**config.mk**
```make
export PLATFORM = sky130hd
export DESIGN_NAME = frame_builder
export DESIGN_NICKNAME = d
export VERILOG_FILES = /design/src/rtl/frame_defs.sv /design/src/rtl/frame_builder.sv
export SDC_FILE = /design/constraint.sdc
export NUM_CORES = 1
export LEC_CHECK = 0
export BUFFER_PORTS_ARGS = -buffer_cell sky130_fd_sc_hd__buf_2
export CORE_UTILIZATION = 30
export CTS_BUF_LIST = sky130_fd_sc_hd__clkbuf_16
export DETAILED_ROUTE_END_ITERATION = 7
export PLACE_DENSITY = 0.6
export REMOVE_ABC_BUFFERS = 1
export SLEW_MARGIN = 20
export SYNTH_ARGS = -nofsm -noshare
export SYNTH_HDL_FRONTEND = slang
export SYNTH_SLANG_ARGS = --single-unit
```
**constraint.sdc**
```tcl
create_clock -name clk -period 3.4 [get_ports clk]
set_clock_uncertainty 0.15 [all_clocks]
set_input_delay 0.51 -clock clk [delete_from_list [all_inputs] [get_ports clk]]
set_output_delay 0.51 -clock clk [all_outputs]
set_load 0.05 [all_outputs]
```
**src/rtl/frame_defs.sv**
```systemverilog
// Shared frame definitions for the transmit framer and the receive parser.
// Both ends import these constants so the frame format cannot drift apart.
package frame_defs;

  localparam logic [7:0] HEADER_DEFAULT = 8'h52;
  localparam logic [7:0] LEN_DEFAULT    = 8'h0D;
  localparam logic [7:0] CMD_DEFAULT    = 8'h01;
  localparam logic [7:0] TAIL_DEFAULT   = 8'h9A;

  localparam int DATA_BYTES = 8;
  localparam int FRAME_LEN  = 13;

  typedef enum logic [2:0] {
    IDLE,
    HEADER,
    LENGTH,
    CMD,
    DATA,
    CHECK,
    TAIL
  } state_t;

  // Constant part of the check byte: whatever the fixed bytes leave over
  // from FF. The check byte is this value minus the data sum, so that all
  // 13 bytes add up to FF modulo 256.
  function automatic logic [7:0] check_base(input logic [7:0] hdr,
                                            input logic [7:0] len,
                                            input logic [7:0] cmd,
                                            input logic [7:0] tail);
    return 8'hFF - hdr - len - cmd - tail;
  endfunction

endpackage

```
**src/rtl/frame_builder.sv**
```systemverilog
// Transmit-side framer: turns a 64-bit payload into the 13-byte command
// frame (header, length, command, 8 data bytes, checksum, tail) over a
// valid/ready byte stream. All outputs come straight from registers.
module frame_builder
  import frame_defs::*;
#(
  parameter logic [7:0] HEADER_BYTE = HEADER_DEFAULT,
  parameter logic [7:0] LEN_BYTE    = LEN_DEFAULT,
  parameter logic [7:0] CMD_BYTE    = CMD_DEFAULT,
  parameter logic [7:0] TAIL_BYTE   = TAIL_DEFAULT
) (
  input  logic        clk,
  input  logic        rst_n,
  input  logic        start,
  input  logic [63:0] payload,
  output logic [7:0]  tx_data,
  output logic        tx_valid,
  input  logic        tx_ready,
  output logic        busy,
  output logic        done
);

  localparam logic [7:0] CHECK_BASE = check_base(HEADER_BYTE, LEN_BYTE, CMD_BYTE, TAIL_BYTE);
  localparam logic [2:0] LAST_IDX   = 3'(DATA_BYTES - 1);

  state_t      state_reg, state_next;
  logic [63:0] shift_reg, shift_next;
  logic [7:0]  sum_reg, sum_next;
  logic [2:0]  cnt_reg, cnt_next;
  logic [7:0]  tx_data_reg, tx_data_next;
  logic        tx_valid_reg;
  logic        busy_reg;
  logic        done_reg, done_next;
  logic        xfer;

  // Next-state, datapath updates and the byte to present next cycle.
  // The outgoing byte is derived from the *next* state so tx_data can be
  // registered and still line up with tx_valid; with no transfer nothing
  // changes, which keeps the byte held during a stall.
  always_comb begin
    state_next   = state_reg;
    shift_next   = shift_reg;
    sum_next     = sum_reg;
    cnt_next     = cnt_reg;
    done_next    = 1'b0;
    tx_data_next = 8'h00;
    xfer         = tx_valid_reg && tx_ready;

    case (state_reg)
      IDLE: begin
        if (start) begin
          shift_next = payload;
          sum_next   = 8'h00;
          cnt_next   = 3'd0;
          state_next = HEADER;
        end
      end
      HEADER: if (xfer) state_next = LENGTH;
      LENGTH: if (xfer) state_next = CMD;
      CMD:    if (xfer) state_next = DATA;
      DATA: begin
        if (xfer) begin
          shift_next = {shift_reg[55:0], 8'h00};
          sum_next   = sum_reg + shift_reg[63:56];
          cnt_next   = cnt_reg + 3'd1;
          if (cnt_reg == LAST_IDX) state_next = CHECK;
        end
      end
      CHECK:  if (xfer) state_next = TAIL;
      TAIL: begin
        if (xfer) begin
          state_next = IDLE;
          done_next  = 1'b1;
        end
      end
      default: state_next = IDLE;
    endcase

    case (state_next)
      HEADER:  tx_data_next = HEADER_BYTE;
      LENGTH:  tx_data_next = LEN_BYTE;
      CMD:     tx_data_next = CMD_BYTE;
      DATA:    tx_data_next = shift_next[63:56];
      CHECK:   tx_data_next = CHECK_BASE - sum_next;
      TAIL:    tx_data_next = TAIL_BYTE;
      default: tx_data_next = 8'h00;
    endcase
  end

  // State, datapath and output registers; reset aborts any frame in flight.
  always_ff @(posedge clk) begin
    if (!rst_n) begin
      state_reg    <= IDLE;
      shift_reg    <= 64'h0;
      sum_reg      <= 8'h00;
      cnt_reg      <= 3'd0;
      tx_data_reg  <= 8'h00;
      tx_valid_reg <= 1'b0;
      busy_reg     <= 1'b0;
      done_reg     <= 1'b0;
    end else begin
      state_reg    <= state_next;
      shift_reg    <= shift_next;
      sum_reg      <= sum_next;
      cnt_reg      <= cnt_next;
      tx_data_reg  <= tx_data_next;
      tx_valid_reg <= (state_next != IDLE);
      busy_reg     <= (state_next != IDLE);
      done_reg     <= done_next;
    end
  end

  assign tx_data  = tx_data_reg;
  assign tx_valid = tx_valid_reg;
  assign busy     = busy_reg;
  assign done     = done_reg;

endmodule

```
### Yosys cells after proc, flatten, opt, wreduce, memory -nomap -nowiden

Cells that the tools add are included.

| storage, ports and cells | value |
|---|---|
| flip-flop bits (word level) | 88 |
| bits in latches | 0 |
| bits in writable memories | 0 |
| ROM bits | 0 |
| input bits | 68 |
| output and inout port bits | 11 |
| logic and storage cells | 52 |
| memories kept | 0 |

| operators by class | value |
|---|---|
| add/sub/neg operators | 3 |
| multiply operators | 0 |
| div/mod/pow operators | 0 |
| order comparisons | 0 |
| equality and inequality tests | 15 |
| shift-type cells | 0 |
| multiplexer cells | 20 |
| bitwise gates (word level) | 0 |
| reductions and logical operators | 6 |

Operators by type and width:

| kind | number |
|---|---|
| $mux 64 | 2 |
| $pmux 64 s2 | 1 |
| $pmux 8 s6 | 1 |
| $mux 3 | 10 |
| $eq 3x3->1 const B | 7 |
| $pmux 3 s7 | 1 |
| $mux 8 | 2 |
| $pmux 8 s2 | 1 |
| $eq 3x2->1 const B | 4 |
| $add 8x8->8 | 1 |
| $sub 3x8->8 const A | 1 |
| $eq 3x1->1 const B | 2 |
| $pmux 3 s2 | 1 |
| $ne 2x2->1 const B | 2 |
| $add 3x1->3 const B | 1 |
| $logic_not 3->1 | 1 |
| $reduce_and 3->1 | 1 |
| $reduce_bool 3->1 | 1 |
| $reduce_and 2->1 | 1 |
| $reduce_bool 2->1 | 1 |
| $logic_and 1x1->1 | 1 |
| $mux 1 | 1 |

### Logic depth before layout (Yosys ltp)

| depth | value |
|---|---|
| depth after elaboration | 6 |
| gate-level depth with buffers | 10 |
| gate-level depth less buffers | 9 |

### Worst setup path after synthesis

Ideal clock, no wire load.

| timing | value |
|---|---|
| path kind | register to register |
| start point | reg shift_reg[56] |
| end point | reg tx_data_reg[7] (netlist: tx_data[7]) |
| library setup time | 95 ps |
| arrival | 2083 ps |
| required time | 3155 ps |
| setup slack | 1072 ps |
| cell stages (with the launch flop) | 10 |
| path buffers | 0 |
| clock period less this slack | 2328 ps |
| cell sequence | dfxtp_1 ha_1 fa_1 a211oi_2 o21bai_1 a21oi_1 xnor2_1 a22oi_1 o32a_1 o311ai_1 |

| between the ends | value |
|---|---|
| longest elaborated chain between the ends | 5 |

Ends and longest elaborated chain:

| what | RTL line | text |
|---|---|---|
| from (decl) | frame_builder.sv:27 | `logic [63:0] shift_reg, shift_next;` |
| from (signal assigned) | frame_builder.sv:103 | `shift_reg <= shift_next;` |
| $add 8x8->8 | frame_builder.sv:64 | `sum_next = sum_reg + shift_reg[63:56];` |
| $mux 8 | frame_builder.sv:62 | `if (xfer) begin` |
| $pmux 8 s2 | frame_builder.sv:49 | `case (state_reg)` |
| $sub 3x8->8 | frame_builder.sv:84 | `CHECK: tx_data_next = CHECK_BASE - sum_next;` |
| $pmux 8 s6 | frame_builder.sv:79 | `case (state_next)` |
| to (signal assigned) | frame_builder.sv:106 | `tx_data_reg <= tx_data_next;` |
| to (decl) | frame_builder.sv:30 | `logic [7:0] tx_data_reg, tx_data_next;` |

No other way between the ends.
A chain may end at the register's enable or synchronous reset.

### Final worst setup path

| timing | value |
|---|---|
| start point | reg state_reg[1] |
| end point | reg tx_data_reg[2] (netlist: tx_data[2]) |

| between the ends | value |
|---|---|
| elaborated cells on any way between the ends | 26 |
| those cells by class | add/sub: 1; eq/ne: 12; mux: 12; reduce/logical: 1 |

RTL lines:

| what | RTL line | text |
|---|---|---|
| from (decl) | frame_builder.sv:26 | `state_t state_reg, state_next;` |
| from (signal assigned) | frame_builder.sv:102 | `state_reg <= state_next;` |
| $eq 3x3->1 / $logic_not 3->1 (equally long branches) | frame_builder.sv:49 |  |
| $pmux 8 s2 (*) | frame_builder.sv:49 |  |
| via sum_next[1] | frame_builder.sv:28 | `logic [7:0] sum_reg, sum_next;` |
| $sub 3x8->8 (*) | frame_builder.sv:84 |  |
| $pmux 8 s6 (*) | frame_builder.sv:79 |  |

Mark *: on every way through the listed nets, which the timed path passes. The rest lies on a longest branch.

==> metrics.md <==
| Metric | Value |
|---|---|
| Status | `finished clean` |
| Synth Instances | `442` |
| R2R Path End | `tx_data[2]` |
| Startpoint Class | `flip-flop` |
| Vias in the first global route | `3633` |
| Cell area after layout | `4850 µm²` |
| Hold Fails Final Rpt | `0` |
| Die height | `118 µm` |
| Final antenna-violating net count | `0` |
| Detailed-route wire length | `11100 µm` |
| Power Density | `481 nW/µm²` |
| Post-synth top area cell | `dfxtp_1` |
| Setup TNS | `0 ns` |
| Post CTS Setup Buffer Count | `0` |
| Crit end category | `flip-flop` |
| Largest stage delay, worst path | `0.83 ns` |
| Flop2flop setup slack | `0.74 ns` |
| Most frequent CP cell | `nand2_1` |
| Max FFs per register | `64` |
| Top-count cell post-synth | `dfxtp_1` |
| Final cell count without fillers | `685` |
| Total Power | `2330 µW` |
| WL/cell | `16.1 µm` |
| Slew margin rel. | `47.9%` |
| Root buffer cell | `clkbuf_16` |
| Synthesized area | `4060 µm²` |
| Total number of vias | `3823` |
| Maxcap violations | `0` |
| Max Slew Vio Count | `0` |
| Yosys cell types | `64` |
| Largest net degree at the start of global routing | `71` |
| Die Area | `14000 µm²` |
| Main flop type after synthesis | `dfxtp_1` |
| Reg2Reg Depth | `8` |
| Hold-fix buffer count after cts | `0` |
| Drc violations | `0` |
| Worst Hold Path EP | `shift_reg[1]` |
| FF+latch area | `1760 µm²` |
| Initial antenna violation count | `0` |
| Register area share after synthesis | `43.4%` |
| Max Root-Sink Buffers | `2` |
| FF+latch count, synth | `88` |
| Top-area cell type share of the netlist area | `43.4%` |
| Num ports | `79` |
| Drt pass-1 iters | `7` |
| Synth area leaders | `dfxtp_1, a222oi_1, nor2_1` |
| Flop pwr share | `48.2%` |
| CP max stage cell | `dfxtp_1` |
| Max IR drop VDD | `221 µV` |
| Die width | `118 µm` |
| Synth-to-layout area growth | `19.5%` |
| Multi-input gate area | `2080 µm²` |
| Starting Density | `30.7%` |
| Worst R2R Start | `state_reg[1]` |
| CTS buffer count | `9` |
| Crit-path cells | `nor2_2 -> o21ai_4 -> buf_4 -> nand2_1 -> nand2_1 -> ha_1 -> or3_1 -> a21oi_1` |
| Overflow after GRT | `0` |
| Port bufs | `78` |
| Worst Path Max Fanout | `17` |
| Worst hold path class | `in2reg` |
| Critical path type | `reg2reg` |
| Min Hold Slack | `0.250 ns` |
| Global placement routability congestion | `0.889` |
| Cell row count | `42` |
| GR Util All Layers | `16.2%` |
| Post-DP HPWL | `7710 µm` |
| P_sw | `631 µW` |
| Post-layout minimum cycle time | `2.66 ns` |
| Req. time, crit path | `3.52 ns` |
| Post-synth EDFFs | `0` |
| Worst-Margin Slew | `0.781 ns` |
| Fmax | `375 MHz` |
| RSZ-0062 raised after global routing | `false` |
| Share of cells above drive strength 1 | `23.6%` |
| Sink Count | `88` |
| Worst-path clk slew | `0.07 ns` |
| Ys Warns | `0` |
| Cell Int Power | `1700 µW` |
| HP Start | `payload[1]` |
| Leak | `0.00195 µW` |
| Post-cts gate resize count | `0` |
| Nets | `583` |
| # fillers | `1385` |
| Post-DP Area | `4580 µm²` |
| Clock power frac | `39.1%` |
| Gate power share | `12.7%` |
| Hold Path Cell Cnt | `3` |
| H-tree level count | `3` |
| Switching Fraction | `27.0%` |
| Synth top cells by count | `dfxtp_1, nor2_1, a222oi_1` |
| DR vias/cell | `5.58` |
| Placed cells | `669` |
| Diodes inserted | `0` |
| Avg Cell Area, Syn | `9.19 µm²` |
| Placeable Area | `13200 µm²` |
| Fin crit share | `78.3%` |
| Clock Latency Late Sink | `0.34 ns` |
| Arr. time, crit path | `2.78 ns` |
| Final setup violation count | `0` |
| TritonCTS clock tree | `built` |
| Async SR Flop Fraction | `0%` |
| Number of DRC markers in iteration 0 | `408` |
| Global-route wire length before repair | `18100 µm` |
## power groups by stage
stage / clock network (µW) / logic (µW) / registers, µW
final: 913 / 296 / 1120
after global routing: 989 / 325 / 1130
after detailed placement: 0 / 295 / 1150
after CTS: 938 / 296 / 1120
after global placement: 0 / 286 / 1150
after floorplan: 0 / 165 / 1160
## layer usage
metal  track usage (%)  up-vias  share of wire (%)
li1                  -     1816                  -
met3              3.62       19                7.1
met5                 0        -                  0
met4              7.69        0                2.7
met1              20.1     1832                 42
met2              26.4      156                 48
## cells in the final DEF (no fill, tap or decap), types with 9 or more instances in the layout
cell and instances:
a21oi_1 13, nand2_1 25, a22oi_1 18, nor2_1 77, ha_1 10, clkbuf_16 9, a222oi_1 48, o21ai_0 12
buf_2 78, dfxtp_1 88, and2_1 13, buf_4 10
## cell type report
class                           count  share of cell area [%]
Clock buffer                        9                    4.64
Clock inverter                      7                    1.01
Inverter                            8                   0.619
Multi-Input combinational cell    308                    42.9
Sequential cell                    88                    36.3
Tap cell                          176                    4.54
Timing Repair Buffer               89                    10.0
## metrics by stage
step           utilization, %  worst slack (ns)
3_3_place_gp             34.6             0.730
3_5_place_dp             34.6             0.666
4_1_cts                  36.7             0.774
6_report                 36.7             0.736
5_1_grt                  36.7             0.557
2_1_floorplan               -            -0.265
## worst max-delay path, delay by kind of cell (launching register included)
family / cells / cell delay (ns)
flops: 1 / 0.83
buf+inv: 1 / 0.25
fa+ha+maj: 1 / 0.24
compound gates: 2 / 0.28
simple gates: 4 / 0.83
## cells by family (layout without fill, tap and decap cells)
logic type                 Yosys count  count (layout)  synth area share (%)
and+or+nand+nor                    155             155                  18.6
AOI/OAI and AO/OA                  136             136                  27.6
DFF                                 88              88                  43.4
buffers and inverters               46             113                  5.55
adders and majority gates           11              11                  3.57
xor gates and xnor gates             5               5                  1.08
muxes                                1               1                 0.246
## how the worst max path moves through the flow
stage,startpoint,to
after floorplan,busy,tx_data[2]
after global placement,tx_ready,tx_data[7]
after CTS,state_reg[1],tx_data[2]
final,state_reg[1],tx_data[2]
after global routing,state_reg[2],tx_data[7]
after detailed placement,tx_ready,tx_data[7]
Power figures use the tool's default switching activity.
